File: config.mk
export PLATFORM = sky130hd
export DESIGN_NAME = tx_frame_sched
export DESIGN_NICKNAME = d
export VERILOG_FILES = /design/src/rtl/tx_frame_sched.sv
export SDC_FILE = /design/constraint.sdc
export NUM_CORES = 1
export LEC_CHECK = 0
export ABC_AREA = 1
export CAP_MARGIN = 0
export CORE_MARGIN = 2
export CORE_UTILIZATION = 39
export DETAILED_ROUTE_END_ITERATION = 10
export PLACE_DENSITY_LB_ADDON = 0.15
export SLEW_MARGIN = 0
export SYNTH_ARGS = -nofsm -noshare
export SYNTH_HDL_FRONTEND = slang
export SYNTH_SLANG_ARGS = --single-unit
File: constraint.sdc
create_clock -name clk -period 3.9 [get_ports clk]
set_input_delay 0.39 -clock clk [delete_from_list [all_inputs] [get_ports clk]]
set_output_delay 0.39 -clock clk [all_outputs]
set_load 0.1 [all_outputs]
File: src/rtl/tx_frame_sched.sv
// ============================================================================
// Module   : tx_frame_sched
// Purpose  : Round-robin frame scheduler for the tx_crc link word stream.
//            Several word sources share one transmit link. Between frames the
//            link carries idle commas. A granted frame is FRAME_LEN data words
//            (k=0), then one marker comma, then a zero CRC slot (k=0). tx_crc
//            overwrites that slot with the running CRC.
// Option   : `define TX_SCHED_PAD_INSERT_EN to force one pad word
//            (PAD_WORD, k=4'hF) every PAD_PERIOD output cycles in any state.
// Ports    : clk        - link word clock
//            rst        - synchronous active-high reset
//            req        - per-source frame request (level)
//            src_data   - packed source words, source i at [32*i+31:32*i]
//            src_valid  - per-source word available
//            src_ack    - combinational one-hot, granted word consumed
//            gnt        - registered one-hot grant, held DATA..CRC
//            dout/kout  - registered word and K flags to tx_crc
//            busy       - high while a frame is in DATA, MARK or CRC
//            frame_done - one-cycle pulse while the CRC slot is on dout
// Revision : 1.0 - initial release
// ============================================================================
`default_nettype none

module tx_frame_sched #(
  parameter int unsigned N_REQ      = 4,
  parameter int unsigned FRAME_LEN  = 8,
  parameter int unsigned MIN_GAP    = 3,
  parameter logic [31:0] COMMA_WORD = 32'h0000_00BC,
  parameter logic [31:0] PAD_WORD   = 32'h0000_F7F7,
  parameter int unsigned PAD_PERIOD = 256
) (
  input  logic                  clk,
  input  logic                  rst,
  input  logic [N_REQ-1:0]      req,
  input  logic [N_REQ*32-1:0]   src_data,
  input  logic [N_REQ-1:0]      src_valid,
  output logic [N_REQ-1:0]      src_ack,
  output logic [N_REQ-1:0]      gnt,
  output logic [31:0]           dout,
  output logic [3:0]            kout,
  output logic                  busy,
  output logic                  frame_done
);

  localparam int unsigned c_idx_w  = $clog2(N_REQ);
  localparam int unsigned c_word_w = $clog2(FRAME_LEN + 1);
  localparam int unsigned c_gap_w  = $clog2(MIN_GAP + 1);

  localparam logic [c_idx_w:0]    c_nreq      = (c_idx_w + 1)'(N_REQ);
  localparam logic [c_word_w-1:0] c_word_last = c_word_w'(FRAME_LEN - 1);
  localparam logic [c_gap_w-1:0]  c_gap_max   = c_gap_w'(MIN_GAP);
  // The comma emitted in the decision cycle itself counts toward the gap,
  // so the frame may be granted once MIN_GAP-1 commas are already out.
  localparam logic [c_gap_w-1:0]  c_gap_arm   = c_gap_w'(MIN_GAP - 1);

  typedef enum logic [1:0] {
    ST_IDLE = 2'd0,
    ST_DATA = 2'd1,
    ST_MARK = 2'd2,
    ST_CRC  = 2'd3
  } state_t;

  state_t              r_state;
  logic [N_REQ-1:0]    r_gnt;
  logic [c_idx_w-1:0]  r_rr;
  logic [c_word_w-1:0] r_word_cnt;
  logic [c_gap_w-1:0]  r_gap_cnt;
  logic [31:0]         r_dout;
  logic [3:0]          r_kout;
  logic                r_busy;
  logic                r_frame_done;

  logic                w_pad_force;
  logic [c_idx_w:0]    w_cand;
  logic [c_idx_w-1:0]  w_win_idx;
  logic                w_win_found;
  logic [c_idx_w:0]    w_rr_inc;
  logic [c_idx_w-1:0]  w_rr_next;
  logic [N_REQ-1:0]    w_win_onehot;
  logic [31:0]         w_src_word;
  logic                w_src_valid;
  logic                w_gap_ok;

`ifdef TX_SCHED_PAD_INSERT_EN
  localparam int unsigned          c_pad_w    = $clog2(PAD_PERIOD);
  localparam logic [c_pad_w-1:0]   c_pad_last = c_pad_w'(PAD_PERIOD - 1);

  logic [c_pad_w-1:0] r_pad_cnt;

  // Free-running over every output cycle; the last count is the pad slot.
  assign w_pad_force = (r_pad_cnt == c_pad_last);

  always_ff @(posedge clk) begin
    if (rst) begin
      r_pad_cnt <= '0;
    end else if (w_pad_force) begin
      r_pad_cnt <= '0;
    end else begin
      r_pad_cnt <= r_pad_cnt + c_pad_w'(1);
    end
  end
`else
  // PAD_PERIOD is always >= 4, so this folds to a constant 0.
  assign w_pad_force = (PAD_PERIOD == 0);
`endif

  // First requester at or after the round-robin pointer, wrapping.
  always_comb begin
    w_win_idx   = '0;
    w_win_found = 1'b0;
    w_cand      = '0;
    for (int k = 0; k < N_REQ; k++) begin
      w_cand = {1'b0, r_rr} + (c_idx_w + 1)'(k);
      if (w_cand >= c_nreq) begin
        w_cand = w_cand - c_nreq;
      end
      if (!w_win_found && req[w_cand[c_idx_w-1:0]]) begin
        w_win_found = 1'b1;
        w_win_idx   = w_cand[c_idx_w-1:0];
      end
    end
  end

  assign w_rr_inc     = {1'b0, w_win_idx} + (c_idx_w + 1)'(1);
  assign w_rr_next    = (w_rr_inc == c_nreq) ? '0 : w_rr_inc[c_idx_w-1:0];
  assign w_win_onehot = {{(N_REQ - 1){1'b0}}, 1'b1} << w_win_idx;
  assign w_gap_ok     = (r_gap_cnt >= c_gap_arm);

  // Grant is one-hot, so OR-ing the masked words selects the granted source.
  always_comb begin
    w_src_word = '0;
    for (int k = 0; k < N_REQ; k++) begin
      if (r_gnt[k]) begin
        w_src_word = w_src_word | src_data[32*k +: 32];
      end
    end
  end

  assign w_src_valid = |(src_valid & r_gnt);

  // A word is consumed only when it is actually placed on the link.
  assign src_ack = (!rst && (r_state == ST_DATA) && !w_pad_force)
                   ? (src_valid & r_gnt) : '0;

  always_ff @(posedge clk) begin
    if (rst) begin
      r_state      <= ST_IDLE;
      r_gnt        <= '0;
      r_rr         <= '0;
      r_word_cnt   <= '0;
      r_gap_cnt    <= '0;
      r_dout       <= COMMA_WORD;
      r_kout       <= 4'b0001;
      r_busy       <= 1'b0;
      r_frame_done <= 1'b0;
    end else begin
      r_frame_done <= 1'b0;
      if (w_pad_force) begin
        // Forced pad freezes every other piece of state for this cycle.
        r_dout <= PAD_WORD;
        r_kout <= 4'b1111;
      end else begin
        case (r_state)
          ST_IDLE: begin
            r_dout <= COMMA_WORD;
            r_kout <= 4'b0001;
            if (r_gap_cnt != c_gap_max) begin
              r_gap_cnt <= r_gap_cnt + c_gap_w'(1);
            end
            if (w_gap_ok && w_win_found) begin
              r_gnt   <= w_win_onehot;
              r_rr    <= w_rr_next;
              r_busy  <= 1'b1;
              r_state <= ST_DATA;
            end
          end
          ST_DATA: begin
            if (w_src_valid) begin
              r_dout     <= w_src_word;
              r_kout     <= 4'b0000;
              r_word_cnt <= r_word_cnt + c_word_w'(1);
              if (r_word_cnt == c_word_last) begin
                r_state <= ST_MARK;
              end
            end else begin
              r_dout <= PAD_WORD;
              r_kout <= 4'b1111;
            end
          end
          ST_MARK: begin
            r_dout  <= COMMA_WORD;
            r_kout  <= 4'b0001;
            r_state <= ST_CRC;
          end
          ST_CRC: begin
            // Zero CRC slot; tx_crc substitutes the CRC here.
            r_dout       <= 32'h0;
            r_kout       <= 4'b0000;
            r_frame_done <= 1'b1;
            r_gnt        <= '0;
            r_busy       <= 1'b0;
            r_word_cnt   <= '0;
            r_gap_cnt    <= '0;
            r_state      <= ST_IDLE;
          end
          default: begin
            r_state <= ST_IDLE;
          end
        endcase
      end
    end
  end

  assign gnt        = r_gnt;
  assign dout       = r_dout;
  assign kout       = r_kout;
  assign busy       = r_busy;
  assign frame_done = r_frame_done;

endmodule

`default_nettype wire
## After elaboration in Yosys (flattened, before gate mapping)

Index checks and enable logic that the tools add are counted.

- $add $sub $neg: 10
- Magnitude comparators: 9
- Equal/unequal tests: 10
- Shift-type cells: 1
- Multiplexer cells: 43
- Bitwise operators: 4
- Reductions and logical operators: 19

Operators with widths:

| kind | number |
|---|---|
| two-way mux 32 bit | 5 |
| OR 32 bit | 3 |
| one-hot mux 32 bit (3 select lines) | 1 |
| two-way mux 2 bit | 13 |
| two-way mux 4 bit | 4 |
| one-hot mux 4 bit (2 select lines) | 2 |
| less-than comparator 2 x 3 -> 1 bit, second input constant | 4 |
| one-hot mux 4 bit (3 select lines) | 1 |
| two-way mux 1 bit | 10 |
| greater-or-equal comparator 3 bit, second input constant | 3 |
| binary-select mux 1 bit (select 2 bit) | 4 |
| inequality test 2 bit, second input constant | 4 |
| one-hot mux 2 bit (4 select lines) | 1 |
| AND reduction 2 bit | 4 |
| subtractor 2 x 1 -> 2 bit, second input constant | 4 |
| adder 2 x 1 -> 3 bit, second input constant | 2 |
| adder 2 x 2 -> 3 bit, second input constant | 2 |
| logical AND 1 bit | 5 |
| adder 4 x 1 -> 4 bit, second input constant | 1 |
| AND 4 bit | 1 |
| equality test 2 bit, second input constant | 2 |
| equality test 4 x 3 -> 1 bit, second input constant | 1 |
| logical NOT 1 bit | 4 |
| one-hot mux 2 bit (2 select lines) | 1 |
| 13 further kinds | 14 |

- Register bits: 52
- Input port bits: 138
- Output and inout port bits: 46

## Longest topological paths before layout

- Depth after elaboration: 17
- Depth in mapped cells: 17
- Depth with buffers taken out: 16

## Least setup slack after synthesis

No wires, ideal clock.

- Path type: flip-flop to output port
- From: register r_gnt[3] (netlist: gnt[3])
- To: output port src_ack[3]
- Arrival time: 2,563 ps
- Required time: 3,510 ps
- Slack: 947 ps
- Stages on the path, launching flop included: 4
- Path buffers: 1
- Cell sequence: dfxtp_1 buf_2 nand2_1 nor2_1

- Word-level cells in the longest chain between the ends: 2

RTL lines:

| element | RTL line | source |
|---|---|---|
| start: declaration | 64 | `logic [N_REQ-1:0] r_gnt;` |
| start signal: assignment | 171 | `r_gnt <= w_win_onehot;` |
| AND 4 bit | 143 | `? (src_valid & r_gnt) : '0;` |
| two-way mux 4 bit | 143 |  |
| end: declaration | 37 | `output logic [N_REQ-1:0] src_ack,` |

No other way between the ends.

## Worst setup path after layout

- From: input port rst
- To: output port src_ack[3]

- Word-level cells in the longest chain between the ends: 3

RTL lines:

| element | RTL line | source |
|---|---|---|
| start: declaration | 33 | `input logic rst,` |
| logical NOT 1 bit | 142 | `assign src_ack = (!rst && (r_state == ST_DATA) && !w_pad_force)` |
| logical AND 1 bit | 142 |  |
| two-way mux 4 bit | 143 |  |

No other way between the ends.

==> qor.txt <==
Worst-case clock buffer depth -> 2
Critical Path RT -> 3.51 ns
Area Overhead vs Synth -> 71.9%
Main synth FF type -> dfxtp_1
Flop pwr share -> 0.219
Startpoint class of the critical path -> input pin
Synth top area share -> 0.367
Initial drt markers -> 143
Slew Viols, Final -> 0
Post-route DRC -> 0
Port-buffer cells -> 183
Max_slew headroom -> 0.314
Clock-pin slew on the worst setup and hold paths -> 0.09 ns
Root Buffer -> clkbuf_8
Row count -> 30
Min-Delay Path Class -> reg2reg
FFs w/ async S/R, synth -> 0
Cell Int Power -> 0.00149 W
Reg2Reg Depth -> 14
Die Ht -> 87.6 um
Total setup buffers inserted after CTS -> 0
Crit path DAT -> 1.97 ns
Core area -> 0.00679 mm2
P_leak -> 1.88 nW
Clk pwr share -> 0.117
Final Skew -> 0.00781 ns
Pwr per Cell Area -> 664 mW/mm2
TritonCTS Buffers -> 5
Min-Delay Startpoint -> r_word_cnt[0]
Hold Path Depth -> 2
Cts repair resizes -> 0
Mapped Avg Cell Area -> 7.77 um2
First-pass GRT wire length -> 15200 um
Initial antenna violation count -> 0
Final net count -> 671
Filler cell count -> 543
Endpoints failing setup -> 0
ANT cells -> 0
Worst-Skew Late Latency -> 0.30 ns
WS Path Type -> in2out
Setup TNS Final -> 0 ns
Finished Layout Cells -> 619
Critical path peak fanout -> 16
CTS Hold Buffers Added -> 0
IO Count -> 184
GRT overflow -> 0
Clock sinks -> 50
Peak VDD IR -> 0.000579 V
Htree depth -> 2
Yosys reg bits -> 50
Register area -> 0.00100 mm2
Design area -> 0.00469 mm2
Most common cell in the synthesized netlist -> nand2_1
Routability-driven placement congestion ratio -> 0.862
CTS tree -> yes
Vias in the first global route -> 2960
Final core utilization -> 0.690
Start of the worst register-to-register path -> r_rr[0]
Vias/cell -> 5.11
Unrepaired setup endpoints after global routing -> no
Worst R2R Setup Slack -> 1.75 ns
Mapped Nets -> 500
Starting Density -> 0.401
Fmax -> 0.424 GHz
Die footprint -> 0.00768 mm2
Synth cell count leaders -> nand2_1 (72), dfxtp_1 (50), nor2_1 (37)
Post-synth EDFFs -> 0
Layout cells sized above 1 -> 0.0746
Pin count of the biggest net entering global routing -> 35
Mapped Cells -> 351
DP Cell Count -> 611
Placed Area -> 0.00458 mm2
WL final -> 10500 um
Biggest area consumer among synthesized cells -> dfxtp_1
Yosys warns -> 0
Via count -> 3166
Net switching fraction of the power -> 0.520
Reg2reg end -> gnt[1]
Combinational share of power -> 0.664
DRT Pass-1 Iters -> 4
Die span in x -> 87.6 um
Post-route ant nets -> 0
Synth unique cells -> 29
Outcome -> finished clean
Fin crit period -> 2.36 ns
Final hold viol count -> 0
Worst Tran Pin Value -> 1.03 ns
Top post-synthesis cells by area -> dfxtp_1 (37%), a221oi_1 (10%), nand2_1 (9.9%)
Switching power -> 0.00162 W
Final total power -> 0.00311 W
Max-Cap Viols -> 0
Critical Path End Type -> primary output
Fin crit share -> 0.605
Dpl hpwl -> 8050 um
Gr usage total -> 0.258
Worst hold path endpoint -> r_word_cnt[0]
Post-Syn Area -> 0.00273 mm2
Multi-input gate area -> 0.00150 mm2
Sequential area share after synthesis -> 0.367
Drt wl/cell -> 17.0 um
-- cell usage in the layout (no fill, tap or decap), drive strengths merged, types with 2 or more instances in the layout --
cell type,n
nand3,18
nand4,3
clkdlybuf4s50,175
o21ai,10
or2,2
clkbuf,6
dfxtp,50
buf,12
a221oi,31
xor2,2
ha,11
nor2,38
a21oi,24
inv,28
a22o,25
nand2,82
-- area by class of cell --
cell class                 instances  share of cell area
inverter                          28              0.0240
clock inverter                     2             0.00801
clock buffer                       6              0.0155
tap                               96              0.0256
multi-input combinational        250               0.320
timing repair buffer             187               0.393
sequential                        50               0.214
-- routing by layer --
layer  vias up  track usage  part of all wire
li1       1569            -                 -
met1      1460        0.349              0.43
met2       129        0.438              0.49
met3         8       0.0434             0.068
met4         0       0.0462            0.0095
met5         -            0                 0
-- worst max-delay path, cell delays in order --
cell and delay [ns]:
clkdlybuf4s50_1 0.77, nor2_1 0.12, inv_1 0.36, nor2_1 0.08, buf_4 0.25
-- power groups by stage --
stage	Clock (W)	Sequential [W]	Combinational, W
after global placement	0	0.000689	0.00202
after detailed placement	0	0.000691	0.00205
after global routing	0.000387	0.000694	0.00224
final	0.000365	0.000680	0.00207
after CTS	0.000370	0.000680	0.00207
after floorplan	0	0.00117	0.00107
-- worst max-delay path by stage --
stage                    start          to  slack, ns  depth (start not counted)
floorplan               gnt[3]  src_ack[3]       0.95                          3
global placement           rst  src_ack[1]       1.61                          5
detailed placement      req[3]     r_rr[1]       1.52                         14
CTS                 r_state[1]  src_ack[3]       1.56                          7
global route        r_state[1]  src_ack[0]       1.38                          7
finish                     rst  src_ack[3]       1.54                          5
-- kinds of logic after synthesis --
group	count (synthesis)	synth area share
compound gates	93	0.251
xor+xnor	2	0.00643
fa+ha+maj	11	0.0505
buf+inv	51	0.0826
flops	50	0.367
simple gates	144	0.243
-- sequential cells by signal (all words and copies together), names as in the netlist --
signal / cells
r_word_cnt: 4
r_state: 2
r_rr: 2
dout: 32
kout: 2
frame_done: 1
r_gap_cnt: 2
gnt: 4
busy: 1
-- per-stage QoR --
stage	hold slack, ns	worst slack [ns]
floorplan	0.453	0.947
global placement	0.474	1.61
detailed placement	0.477	1.52
CTS	0.490	1.56
global route	0.517	1.38
finish	0.496	1.54
Note: power is estimated with default switching activity, not from simulation.
